[config.mk]
export PLATFORM = sky130hd
export DESIGN_NAME = sll_seq_flat
export DESIGN_NICKNAME = d
export VERILOG_FILES = /design/src/rtl/sll_seq_if.sv /design/src/rtl/sll_seq.sv /design/src/flat_wrapper.sv
export SDC_FILE = /design/constraint.sdc
export NUM_CORES = 1
export LEC_CHECK = 0
export ABC_AREA = 1
export CORE_ASPECT_RATIO = 0.8
export CORE_MARGIN = 2
export CORE_UTILIZATION = 50
export CTS_CLUSTER_DIAMETER = 150
export DETAILED_ROUTE_END_ITERATION = 10
export PLACE_DENSITY_LB_ADDON = 0.15
export SYNTH_ARGS = -nofsm -noshare
export SYNTH_HDL_FRONTEND = slang
export SYNTH_SLANG_ARGS = --single-unit
export TNS_END_PERCENT = 10
[constraint.sdc]
create_clock -name clock -period 4.77 [get_ports clock]
set_clock_uncertainty 0.1 [all_clocks]
set_input_delay 1.431 -clock clock [delete_from_list [all_inputs] [get_ports clock]]
set_output_delay 1.431 -clock clock [all_outputs]
set_load 0.02 [all_outputs]
[src/rtl/sll_seq_if.sv]
// sll_seq_if: handshake and data bundle for the sequential logical left shifter.
//
// Signals
//   in_valid   source -> shifter   operand pair offered
//   in_ready   shifter -> source   shifter idle and able to take an operand pair
//   data       source -> shifter   value to shift (WIDTH bits)
//   shiftamt   source -> shifter   shift amount, 0..WIDTH-1 (SHAMT_W bits)
//   out_valid  shifter -> sink     result/lost valid, held until accepted
//   out_ready  sink -> shifter     sink accepts the result
//   result     shifter -> sink     data << shiftamt, zero-filled
//   lost       shifter -> sink     a 1 bit was shifted out past the MSB
//
// Modports
//   master  the side that offers operands and consumes results
//   slave   the shifter itself
interface sll_seq_if #(
    parameter int WIDTH   = 32,
    parameter int SHAMT_W = 5
);
    logic               in_valid;
    logic               in_ready;
    logic [WIDTH-1:0]   data;
    logic [SHAMT_W-1:0] shiftamt;
    logic               out_valid;
    logic               out_ready;
    logic [WIDTH-1:0]   result;
    logic               lost;

    modport master (
        output in_valid,
        output data,
        output shiftamt,
        output out_ready,
        input  in_ready,
        input  out_valid,
        input  result,
        input  lost
    );

    modport slave (
        input  in_valid,
        input  data,
        input  shiftamt,
        input  out_ready,
        output in_ready,
        output out_valid,
        output result,
        output lost
    );
endinterface

[src/rtl/sll_seq.sv]
// sll_seq: multi-cycle logical left shifter, a shared shift resource placed
// beside the ALU. One barrel stage is applied per cycle, largest stage first
// (2**(SHAMT_W-1) down to 1), so every operation takes exactly SHAMT_W shift
// cycles whatever the shift amount. Any 1 bit pushed past the MSB sets 'lost'.
//
// Ports
//   clock    in   rising-edge clock
//   reset_n  in   asynchronous, active-low reset; discards any operation in flight
//   bus      slave modport of sll_seq_if (valid/ready in, valid/ready out,
//            data, shiftamt, result, lost)
//
// Parameters
//   WIDTH    data width, must equal 2**SHAMT_W
//   SHAMT_W  shift-amount width, also the number of shift cycles
module sll_seq #(
    parameter int WIDTH   = 32,
    parameter int SHAMT_W = 5
) (
    input  logic       clock,
    input  logic       reset_n,
    sll_seq_if.slave   bus
);

    // Stage counter only needs to index the bits of the shift amount.
    localparam int CNT_W = (SHAMT_W > 1) ? $clog2(SHAMT_W) : 1;

    typedef enum logic [1:0] {
        IDLE,
        SHIFT,
        DONE
    } state_t;

    state_t             state;
    logic [WIDTH-1:0]   work;
    logic [SHAMT_W-1:0] amt;
    logic [CNT_W-1:0]   count;
    logic               lost_q;
    logic               in_ready_q;
    logic               out_valid_q;

    logic [SHAMT_W-1:0] stage_dist;
    logic [WIDTH-1:0]   spill_mask;
    logic [WIDTH-1:0]   work_next;
    logic               spill;

    // The current stage moves the word by 2**count when the matching
    // amount bit is set. The bits that fall off are exactly the top
    // stage_dist bits of the working word, selected by spill_mask.
    always_comb begin
        stage_dist = SHAMT_W'(1) << count;
        spill_mask = ~({WIDTH{1'b1}} >> stage_dist);
        work_next  = work;
        spill      = 1'b0;
        if (amt[count]) begin
            work_next = work << stage_dist;
            spill     = |(work & spill_mask);
        end
    end

    // Control FSM with registered handshake outputs. The working register
    // doubles as the result register, so result is only meaningful while
    // out_valid is high and stays put until the next operand is accepted.
    always_ff @(posedge clock or negedge reset_n) begin
        if (!reset_n) begin
            state       <= IDLE;
            work        <= '0;
            amt         <= '0;
            count       <= '0;
            lost_q      <= 1'b0;
            in_ready_q  <= 1'b1;
            out_valid_q <= 1'b0;
        end else begin
            case (state)
                IDLE: begin
                    if (bus.in_valid) begin
                        work       <= bus.data;
                        amt        <= bus.shiftamt;
                        lost_q     <= 1'b0;
                        count      <= CNT_W'(SHAMT_W - 1);
                        in_ready_q <= 1'b0;
                        state      <= SHIFT;
                    end
                end
                SHIFT: begin
                    work   <= work_next;
                    lost_q <= lost_q | spill;
                    if (count == '0) begin
                        out_valid_q <= 1'b1;
                        state       <= DONE;
                    end else begin
                        count <= count - CNT_W'(1);
                    end
                end
                DONE: begin
                    // in_ready stays low here, so a new operand can only be
                    // taken one cycle after the result is consumed.
                    if (bus.out_ready) begin
                        out_valid_q <= 1'b0;
                        in_ready_q  <= 1'b1;
                        state       <= IDLE;
                    end
                end
                default: begin
                    out_valid_q <= 1'b0;
                    in_ready_q  <= 1'b1;
                    state       <= IDLE;
                end
            endcase
        end
    end

    assign bus.in_ready  = in_ready_q;
    assign bus.out_valid = out_valid_q;
    assign bus.result    = work;
    assign bus.lost      = lost_q;

endmodule

[src/flat_wrapper.sv]
// flat-port wrapper written by rule: the top's interface ports become plain ports
module sll_seq_flat 
#(
    parameter int WIDTH   = 32,
    parameter int SHAMT_W = 5
)
  (clock, reset_n, bus_in_valid, bus_data, bus_shiftamt, bus_out_ready, bus_in_ready, bus_out_valid, bus_result, bus_lost);
  sll_seq_if #(.WIDTH(WIDTH), .SHAMT_W(SHAMT_W)) bus_i ();
  input  logic clock;
  input  logic reset_n;
  input wire logic [$bits(bus_i.in_valid)-1:0] bus_in_valid;
  input wire logic [$bits(bus_i.data)-1:0] bus_data;
  input wire logic [$bits(bus_i.shiftamt)-1:0] bus_shiftamt;
  input wire logic [$bits(bus_i.out_ready)-1:0] bus_out_ready;
  output wire logic [$bits(bus_i.in_ready)-1:0] bus_in_ready;
  output wire logic [$bits(bus_i.out_valid)-1:0] bus_out_valid;
  output wire logic [$bits(bus_i.result)-1:0] bus_result;
  output wire logic [$bits(bus_i.lost)-1:0] bus_lost;
  assign bus_i.in_valid = bus_in_valid;
  assign bus_i.data = bus_data;
  assign bus_i.shiftamt = bus_shiftamt;
  assign bus_i.out_ready = bus_out_ready;
  assign bus_in_ready = bus_i.in_ready;
  assign bus_out_valid = bus_i.out_valid;
  assign bus_result = bus_i.result;
  assign bus_lost = bus_i.lost;
  sll_seq #(.WIDTH(WIDTH), .SHAMT_W(SHAMT_W)) u_core (.clock(clock), .reset_n(reset_n), .bus(bus_i));
endmodule
==> impl_metrics.env, run 1 <==
export IMPL_fin_setup_tns_ns=0
export IMPL_hold_viol=0
export IMPL_synth_edf_count=0
export IMPL_worst_setup_path_end_kind="flop"
export IMPL_yosysUniqueCellTypes=30
export IMPL_postCtsHoldBufs=0
export IMPL_final_cells=861
export IMPL_max_freq_mhz=302
export IMPL_reg2reg_to="u_core.bus.result[29]"
export IMPL_n_antenna_cell=0
export IMPL_synth_most_common_cell="nand2_1"
export IMPL_power_per_cell_area_mw_per_mm2=881
export IMPL_fin_crit_sh_pct=69.4
export IMPL_seq_power_share_pct=19.2
export IMPL_drv_slew=0
export IMPL_worst_pin_slew_ns=1.20
export IMPL_dpl_cell_area_mm2=0.00479
export IMPL_status="complete, no violations"
export IMPL_ios=76
export IMPL_netlist_instances=703
export IMPL_grt_max_degree=46
export IMPL_p_clk_share_pct=6.3
export IMPL_grt_total_usage_pct=33.8
export IMPL_fin_area_mm2=0.00489
export IMPL_holdWs_ns=0.380
export IMPL_fin_crit_ns=3.31
export IMPL_hpwl_um=11000
export IMPL_min_path_type="reg -> reg"
export IMPL_internal_power_mw=1.75
export IMPL_cp_num_buf_inv=1
export IMPL_die_area_mm2=0.00893
export IMPL_crit_family="simple AND/OR/NAND/NOR gates"
export IMPL_yosysWarnings=0
export IMPL_start_util_pct=51.5
export IMPL_post_cts_buffers=0
export IMPL_cts_buffers=5
export IMPL_syn_to_final_growth_pct=19.4
export IMPL_viasPerCell=5.75
export IMPL_ys_seq_elements=45
export IMPL_cp_max_fo=32
export IMPL_gp_congestion=1.02
export IMPL_power_leakage_nw=2.51
export IMPL_port_buffers=75
export IMPL_cp_required_ns=4.95
export IMPL_synth_nets=749
export IMPL_cts_sinks=45
export IMPL_r2r_slack_ns=1.46
export IMPL_synth_top_area_cell="dfrtp_1"
export IMPL_reg2reg_from="u_core.count[1]"
export IMPL_dpl_cell_count=853
export IMPL_die_y_um=84.9
export IMPL_cap_violations=0
export IMPL_min_path_cells=2
export IMPL_clk_latency_ns=0.33
export IMPL_first_global_vias=4485
export IMPL_vias=4954
export IMPL_grt_antenna_before_repair=0
export IMPL_maxSlewHeadroom_pct=20.0
export IMPL_cp_data_arrival_time_ns=3.49
export IMPL_ys_flop_type="dfrtp_1"
export IMPL_swShare_pct=59.3
export IMPL_gr_total_overflow=0
export IMPL_ant_nets=0
export IMPL_max_stage_delay_ns=0.74
export IMPL_num_rows=29
export IMPL_drc=0
export IMPL_path_class="reg -> reg"
export IMPL_clockRootBuffer="clkbuf_8"
export IMPL_critical_path_cell_chain="inv_1, ha_1, nand2_4, nand2_1, o21ai_1, o21ai_0, nand2_1, nand2_1, nand3_1, nand2_1, nand2_1, nand2_1"
export IMPL_yosysTopAreaCellShare_pct=26.9
export IMPL_final_nets=798
export IMPL_synth_area_leaders="dfrtp_1, nand2_1, nand3_1"
export IMPL_cts_htree_levels=2
export IMPL_rsz0062_at_grt="no"
export IMPL_crit_top_cell="nand2_1"
export IMPL_wirelength_um=14900
export IMPL_routedWlPerCell_um=17.3
export IMPL_grt_pass1_wl_um=23700
export IMPL_timing_final_ws_setup_ns=1.46
export IMPL_cts_tree="built"
export IMPL_drive_gt1_share_pct=4.12
export IMPL_avgSynthCellArea_um2=5.82
export IMPL_drt_iter0_markers=649
export IMPL_clock_path_buffers=2
export IMPL_yosysSeqAreaShare_pct=27.5
export IMPL_critPathLaunch="u_core.count[1]"
export IMPL_crit_cells=12
export IMPL_critPathLaunchType="flop"
export IMPL_setup_viol=0
export IMPL_critPathSlowestCell="ha_1"
export IMPL_firstDrtPassIters=9
export IMPL_dp_slack_ns=1.41
export IMPL_netlist_top_cells_count="nand2_1, nand3_1, nor2_1, dfrtp_1, inv_1"
export IMPL_r2r_cells=12
export IMPL_coreArea_mm2=0.00795
export IMPL_irDropWorstVdd_v=0.000390
export IMPL_endpoint="u_core.bus.result[29]"
export IMPL_p_sw_mw=2.56
export IMPL_comb_power_share_pct=74.5
export IMPL_synthArstFlopShare_pct=100
export IMPL_die_w_um=105
export IMPL_netlist_area_mm2=0.00409
export IMPL_cts_resized=0
export IMPL_clkTransAtPathRegs_ns=0.11
-- registers in the layout, indices dropped and copies added, names as in the netlist --
name                  flops
u_core.amt                5
u_core.bus.in_ready       1
u_core.bus.lost           1
u_core.bus.out_valid      1
u_core.bus.result        32
u_core.count              3
u_core.state              2
-- metrics by stage --
step,util [%],power (mW)
3_5_place_dp,60.3,3.95
2_1_floorplan,-,3.00
5_1_grt,61.5,4.66
3_3_place_gp,60.3,3.91
4_1_cts,61.5,4.23
6_report,61.5,4.31
-- worst min-delay path by stage --
| stage | startpoint | to | slack (ns) |
|---|---|---|---|
| final | u_core.bus.in_ready | u_core.bus.in_ready | 0.38 |
| after detailed placement | u_core.bus.in_ready | u_core.bus.in_ready | 0.36 |
| after floorplan | u_core.amt[4] | u_core.amt[4] | 0.35 |
| after CTS | u_core.bus.in_ready | u_core.bus.in_ready | 0.38 |
| after global placement | u_core.bus.in_ready | u_core.bus.in_ready | 0.35 |
| after global routing | u_core.bus.in_ready | u_core.bus.in_ready | 0.41 |
-- routing by layer --
layer	share of wire, %	wire length (µm)	global-route usage (%)	vias to the layer above
met5	0	0	0	-
met4	2.3	342	7.88	0
met3	11	1680	5.38	36
met2	43	6410	52.6	301
met1	43	6440	49.5	2225
li1	-	-	-	2392
-- cells in the final DEF, fill, tap and decap left out, types with 2 or more instances in the layout --
| cell type | Yosys | routed |
|---|---|---|
| nand4_1 | 2 | 2 |
| clkbuf_8 | 0 | 5 |
| inv_2 | 5 | 5 |
| a22oi_1 | 8 | 8 |
| dfrtp_1 | 44 | 44 |
| clkinv_4 | 0 | 2 |
| o21ai_0 | 29 | 29 |
| nand2_2 | 3 | 3 |
| nand2_1 | 258 | 258 |
| a21oi_1 | 8 | 8 |
| nor2_4 | 3 | 3 |
| o21ai_1 | 12 | 12 |
| clkdlybuf4s50_1 | 0 | 74 |
| nor2_1 | 70 | 70 |
| ha_1 | 5 | 5 |
| inv_6 | 1 | 2 |
| buf_4 | 8 | 3 |
| nand3_1 | 158 | 158 |
| inv_1 | 44 | 44 |
| nand2_4 | 2 | 2 |
| a31oi_1 | 6 | 6 |
| nor2_2 | 2 | 2 |
-- worst reg2reg max path, delay by kind of cell (launching register included) --
family	cells	cell delay, ns
and+or+nand+nor	8	1.11
adders and majority gates	1	0.74
AOI/OAI and AO/OA	2	0.71
DFF	1	0.43
buffers and inverters	1	0.17
-- power groups by stage --
stage	Sequential [mW]	Clock (mW)	Combinational, mW
after CTS	0.814	0.274	3.14
after floorplan	0.908	0	2.09
after global routing	0.844	0.285	3.53
final	0.826	0.272	3.21
after global placement	0.821	0	3.09
after detailed placement	0.820	0	3.13
-- cell type report --
class                   instances  area [µm²]
flip-flops and latches         45        1130
repair buffers                 78         768
multi-input cells             571        2560
well taps                     108         135
clock inverters                 3        26.3
fillers                       801        3060
clock buffers                   5        68.8
inverters                      51         199
-- logic make-up (layout without fill, tap and decap cells) --
| group | after synthesis | after routing | synth area share (%) |
|---|---|---|---|
| adder cells (fa/ha/maj) | 5 | 5 | 1.53 |
| AND/OR/NAND/NOR | 501 | 501 | 52.3 |
| buffers and inverters | 87 | 137 | 9.84 |
| AO/OA/AOI/OAI | 65 | 65 | 8.77 |
| flip-flops | 45 | 45 | 27.5 |
No activity file was read; power rests on OpenSTA's default activity.
==> run 2: changes to the inputs <==
- CORE_UTILIZATION: 50 -> 48
- clock period: 4.77 -> 2.7 ns (I/O delays scaled with it)
==> run 2 against run 1 <==
Effect of this change: core utilization decreased by 0.46 points; register-to-register slack got worse by 1.3 ns; die area increased by 4.0%; hold slack got worse by 0.042 ns; worst setup slack got worse by 1.3 ns; sequential share of layout area decreased by 1.0 points; design area increased by 4.6%.
==> impl_metrics.env, run 2 (same netlist as run 1, synthesis figures left out) <==
export IMPL_die_area_mm2=0.00929
export IMPL_fin_area_mm2=0.00511
export IMPL_routedWlPerCell_um=17.1
export IMPL_cp_data_arrival_time_ns=2.61
export IMPL_p_sw_mw=4.52
export IMPL_dpl_cell_area_mm2=0.00498
export IMPL_cp_max_fo=24
export IMPL_final_cells=888
export IMPL_final_nets=821
export IMPL_grt_pass1_wl_um=24100
export IMPL_power_per_cell_area_mw_per_mm2=1550
export IMPL_first_global_vias=4539
export IMPL_port_buffers=75
export IMPL_syn_to_final_growth_pct=24.8
export IMPL_cts_htree_levels=2
export IMPL_gp_congestion=0.985
export IMPL_final_common_cell="nand2_1"
export IMPL_fillCellCount=859
export IMPL_fin_crit_sh_pct=92.3
export IMPL_dpl_cell_count=880
export IMPL_drc=0
export IMPL_wirelength_um=15200
export IMPL_worst_setup_path_end_kind="flop"
export IMPL_seq_power_share_pct=17.8
export IMPL_power_mw=7.93
export IMPL_crit_top_cell="nand2_1"
export IMPL_critPathLaunchType="flop"
export IMPL_viasPerCell=5.66
export IMPL_max_stage_delay_ns=0.43
export IMPL_cts_sinks=45
export IMPL_fin_setup_tns_ns=0
export IMPL_cp_num_buf_inv=3
export IMPL_crit_family="simple AND/OR/NAND/NOR gates"
export IMPL_setup_viol=0
export IMPL_drv_slew=0
export IMPL_firstDrtPassIters=6
export IMPL_largest_reg_flops=32
export IMPL_swShare_pct=57.0
export IMPL_drive_gt1_share_pct=7.09
export IMPL_coreArea_mm2=0.00837
export IMPL_clkTransAtPathRegs_ns=0.10
export IMPL_n_antenna_cell=0
export IMPL_grt_antenna_before_repair=0
export IMPL_cts_tree="built"
export IMPL_cts_resized=0
export IMPL_timing_final_ws_setup_ns=0.209
export IMPL_die_w_um=107
export IMPL_min_path_type="in -> async"
export IMPL_ant_nets=0
export IMPL_worst_pin_slew_ns=0.522
export IMPL_status="complete, no violations"
export IMPL_post_cts_buffers=0
export IMPL_max_freq_mhz=401
export IMPL_gr_total_overflow=0
export IMPL_mostFrequentLayoutCells="nand2_1, nand3_1, clkdlybuf4s50_1"
export IMPL_hpwl_um=11500
export IMPL_holdWs_ns=0.338
export IMPL_postCtsHoldBufs=0
export IMPL_path_class="reg -> reg"
export IMPL_fin_util_pct=61.1
export IMPL_comb_power_share_pct=74.8
export IMPL_power_leakage_nw=2.64
export IMPL_critPathSlowestCell="dfrtp_1"
export IMPL_dp_slack_ns=0.237
export IMPL_num_rows=30
export IMPL_cts_buffers=5
export IMPL_cp_required_ns=2.82
export IMPL_vias=5025
export IMPL_critical_path_cell_chain="inv_1, ha_1, inv_2, nor2_2, buf_4, nand2_1, nand3_1, nand2_1, nand3_1, nand2_1, nand2_1, nand2_1"
export IMPL_cap_violations=0
export IMPL_hold_viol=0
export IMPL_p_clk_share_pct=7.4
export IMPL_clk_latency_ns=0.32
export IMPL_grt_total_usage_pct=33.4
export IMPL_internal_power_mw=3.41
export IMPL_irDropWorstVdd_v=0.000663
export IMPL_drt_iter0_markers=577
export IMPL_ios=76
export IMPL_clock_path_buffers=2
export IMPL_clockRootBuffer="clkbuf_8"
export IMPL_start_util_pct=48.9
export IMPL_maxSlewHeadroom_pct=65.1
export IMPL_grt_max_degree=35
export IMPL_fin_crit_ns=2.49
export IMPL_die_y_um=86.6
run 2: area by class of cell:
class | instances | area (µm²) | area share [%]
clock buffer | 6 | 82.6 | 1.62
clock inverter | 2 | 37.5 | 0.734
inverter | 51 | 199 | 3.89
multi-input combinational | 571 | 2570 | 50.3
sequential | 45 | 1130 | 22.1
tap | 112 | 140 | 2.74
timing repair buffer | 101 | 953 | 18.7
run 2: power groups by stage:
stage                     Sequential, mW  Clock (mW)  Combinational (mW)
after floorplan                     1.60           0                3.70
after global placement              1.40           0                5.76
after detailed placement            1.41           0                5.82
after CTS                           1.40       0.576                5.84
after global routing                1.45       0.609                6.55
final                               1.41       0.583                5.93
run 2: layer usage:
layer,global-route usage [%],up-vias,share of wire [%]
met5,0,-,0
met2,52.7,269,44
met3,4.89,22,9.8
met1,49.0,2306,45
met4,6.49,0,1.8
li1,-,2428,-
run 2: path summary, 6_finish.rpt:
| path | startpoint | endpoint | slack (ns) | cells past startpoint |
|---|---|---|---|---|
| min in group clock | u_core.bus.in_ready | u_core.bus.in_ready | 0.39 | 2 |
| hold / removal | reset_n | u_core.bus.result[5] | 0.34 | 1 |
| setup / recovery | u_core.count[1] | u_core.bus.result[27] | 0.21 | 12 |
| max in group asynchronous | reset_n | u_core.bus.result[15] | 1.54 | 2 |
| setup reg to reg | u_core.count[1] | u_core.bus.result[27] | 0.21 | 12 |
| hold reg to reg | u_core.bus.in_ready | u_core.bus.in_ready | 0.39 | 2 |
run 2: worst register-to-register path, stage by stage (launching register included):
cell     delay [ns]
dfrtp_1        0.43
inv_1          0.18
ha_1           0.36
inv_2          0.09
nor2_2         0.12
buf_4          0.30
nand2_1        0.19
nand3_1        0.13
nand2_1        0.08
nand3_1        0.13
nand2_1        0.06
nand2_1        0.13
nand2_1        0.07
==> run 3: changes to the inputs <==
- CORE_MARGIN: 2 -> not set
==> run 3 against run 2 <==
Effect of this change: die area fell by 4.1%; critical path depth fell by 2; routed wire length fell by 1.4%; sequential share of layout area rose by 0.12 points; clock power fell by 19%.
==> impl_metrics.env, run 3 (same netlist as run 1, synthesis figures left out) <==
export IMPL_mostFrequentLayoutCells="nand2_1, nand3_1, clkdlybuf4s50_1"
export IMPL_holdWs_ns=0.374
export IMPL_drive_gt1_share_pct=6.72
export IMPL_viasPerCell=5.78
export IMPL_worst_pin_slew_ns=0.618
export IMPL_maxSlewHeadroom_pct=58.8
export IMPL_die_area_mm2=0.00890
export IMPL_clock_path_buffers=2
export IMPL_die_w_um=105
export IMPL_grt_max_degree=33
export IMPL_n_antenna_cell=0
export IMPL_grt_antenna_before_repair=0
export IMPL_die_y_um=84.6
export IMPL_ios=76
export IMPL_ant_nets=0
export IMPL_timing_final_ws_setup_ns=0.204
export IMPL_grt_total_usage_pct=34.3
export IMPL_fin_crit_ns=2.50
export IMPL_routedWlPerCell_um=17.0
export IMPL_critPathLaunchType="flop"
export IMPL_hpwl_um=11300
export IMPL_syn_to_final_growth_pct=24.1
export IMPL_drv_slew=0
export IMPL_cap_violations=0
export IMPL_r2r_cells=10
export IMPL_path_class="reg -> reg"
export IMPL_num_rows=29
export IMPL_critPathLaunch="u_core.count[1]"
export IMPL_clkTransAtPathRegs_ns=0.11
export IMPL_reg2reg_to="u_core.bus.result[20]"
export IMPL_max_freq_mhz=401
export IMPL_r2r_slack_ns=0.20
export IMPL_drt_iter0_markers=791
export IMPL_cts_sinks=45
export IMPL_drc=0
export IMPL_critical_path_cell_chain="inv_1, ha_1, nand2_2, buf_12, nand3_1, nand3_1, nand3_1, o21ai_0, o21ai_1, nand2_1"
export IMPL_irDropWorstVdd_v=0.000727
export IMPL_fin_setup_tns_ns=0
export IMPL_cp_num_buf_inv=2
export IMPL_power_leakage_nw=2.62
export IMPL_final_nets=819
export IMPL_rsz0062_at_grt="no"
export IMPL_gr_total_overflow=0
export IMPL_fillCellCount=794
export IMPL_power_mw=7.84
export IMPL_crit_family="simple AND/OR/NAND/NOR gates"
export IMPL_fin_area_mm2=0.00508
export IMPL_grt_pass1_wl_um=23600
export IMPL_gp_congestion=1.02
export IMPL_setup_viol=0
export IMPL_power_per_cell_area_mw_per_mm2=1540
export IMPL_cp_max_fo=15
export IMPL_port_buffers=75
export IMPL_coreArea_mm2=0.00809
export IMPL_cp_data_arrival_time_ns=2.60
export IMPL_endpoint="u_core.bus.result[20]"
export IMPL_clockRootBuffer="clkbuf_8"
export IMPL_hold_viol=0
export IMPL_max_stage_delay_ns=0.43
export IMPL_seq_area_mm2=0.00113
export IMPL_firstDrtPassIters=7
export IMPL_dp_slack_ns=0.208
export IMPL_start_util_pct=50.6
export IMPL_min_path_type="reg -> reg"
export IMPL_cts_htree_levels=2
export IMPL_first_global_vias=4427
export IMPL_cp_required_ns=2.81
export IMPL_clk_latency_ns=0.32
export IMPL_crit_cells=10
export IMPL_cts_buffers=5
export IMPL_fin_crit_sh_pct=92.4
export IMPL_final_common_cell="nand2_1"
export IMPL_status="complete, no violations"
export IMPL_cts_tree="built"
export IMPL_vias=5098
export IMPL_wirelength_um=15000
export IMPL_critPathSlowestCell="dfrtp_1"
export IMPL_multi_input_area_mm2=0.00256
export IMPL_largest_reg_flops=32
export IMPL_reg2reg_from="u_core.count[1]"
export IMPL_crit_top_cell="nand3_1"
export IMPL_worst_setup_path_end_kind="flop"
export IMPL_dpl_cell_area_mm2=0.00496
==> run 3: routing by layer <==
| metal | track usage, % | wire (µm) | up-vias |
|---|---|---|---|
| met5 | 0 | 0 | - |
| met4 | 6.79 | 212 | 0 |
| met3 | 5.20 | 1570 | 28 |
| met2 | 52.2 | 6470 | 311 |
| met1 | 51.3 | 6740 | 2331 |
| li1 | - | - | 2428 |
==> run 3: power breakdown <==
| part | total [mW] | switching [mW] | internal [mW] |
|---|---|---|---|
| clock | 0.470 | 0.281 | 0.189 |
| combinational | 5.94 | 3.87 | 2.08 |
| sequential | 1.42 | 0.391 | 1.03 |
==> run 3: what timing repair did <==
item | CTS | global route
hold endpoints to repair | 0 | 0
endpoints found under the setup margin | 0 | 5
gates resized for setup | 0 | 1
hold buffers | 0 | 0
setup buffers | 0 | 2
==> run 3: final cells by class <==
| cell class | instances | area share (%) |
|---|---|---|
| Clock buffer | 5 | 1.35 |
| Timing Repair Buffer | 99 | 19.0 |
| Inverter | 51 | 3.91 |
| Clock inverter | 3 | 0.492 |
| Sequential cell | 45 | 22.2 |
| Tap cell | 108 | 2.66 |
| Multi-Input combinational cell | 571 | 50.4 |
==> run 3: how the worst min path moves through the flow <==
| stage | slack (ns) | startpoint | cells past startpoint | endpoint |
|---|---|---|---|---|
| 2_1_floorplan | 0.35 | u_core.amt[4] | 2 | u_core.amt[4] |
| 6_report | 0.37 | u_core.bus.in_ready | 2 | u_core.bus.in_ready |
| 3_3_place_gp | 0.35 | u_core.bus.in_ready | 2 | u_core.bus.in_ready |
| 4_1_cts | 0.38 | u_core.bus.in_ready | 2 | u_core.bus.in_ready |
| 3_5_place_dp | 0.36 | u_core.bus.in_ready | 2 | u_core.bus.in_ready |
| 5_1_grt | 0.40 | u_core.bus.in_ready | 2 | u_core.bus.in_ready |
==> run 3: stage by stage <==
step                      utilization [%]  std cells
after floorplan                         -        703
after detailed placement             61.3        872
after global placement               61.3        872
after global routing                 62.8        882
after CTS                            62.5        880
final                                62.8        882
==> run 3: worst min-delay path, stage by stage (launching register included) <==
cell     delay [ns]
dfstp_2        0.38
nand2_1        0.06
nand2_1        0.04
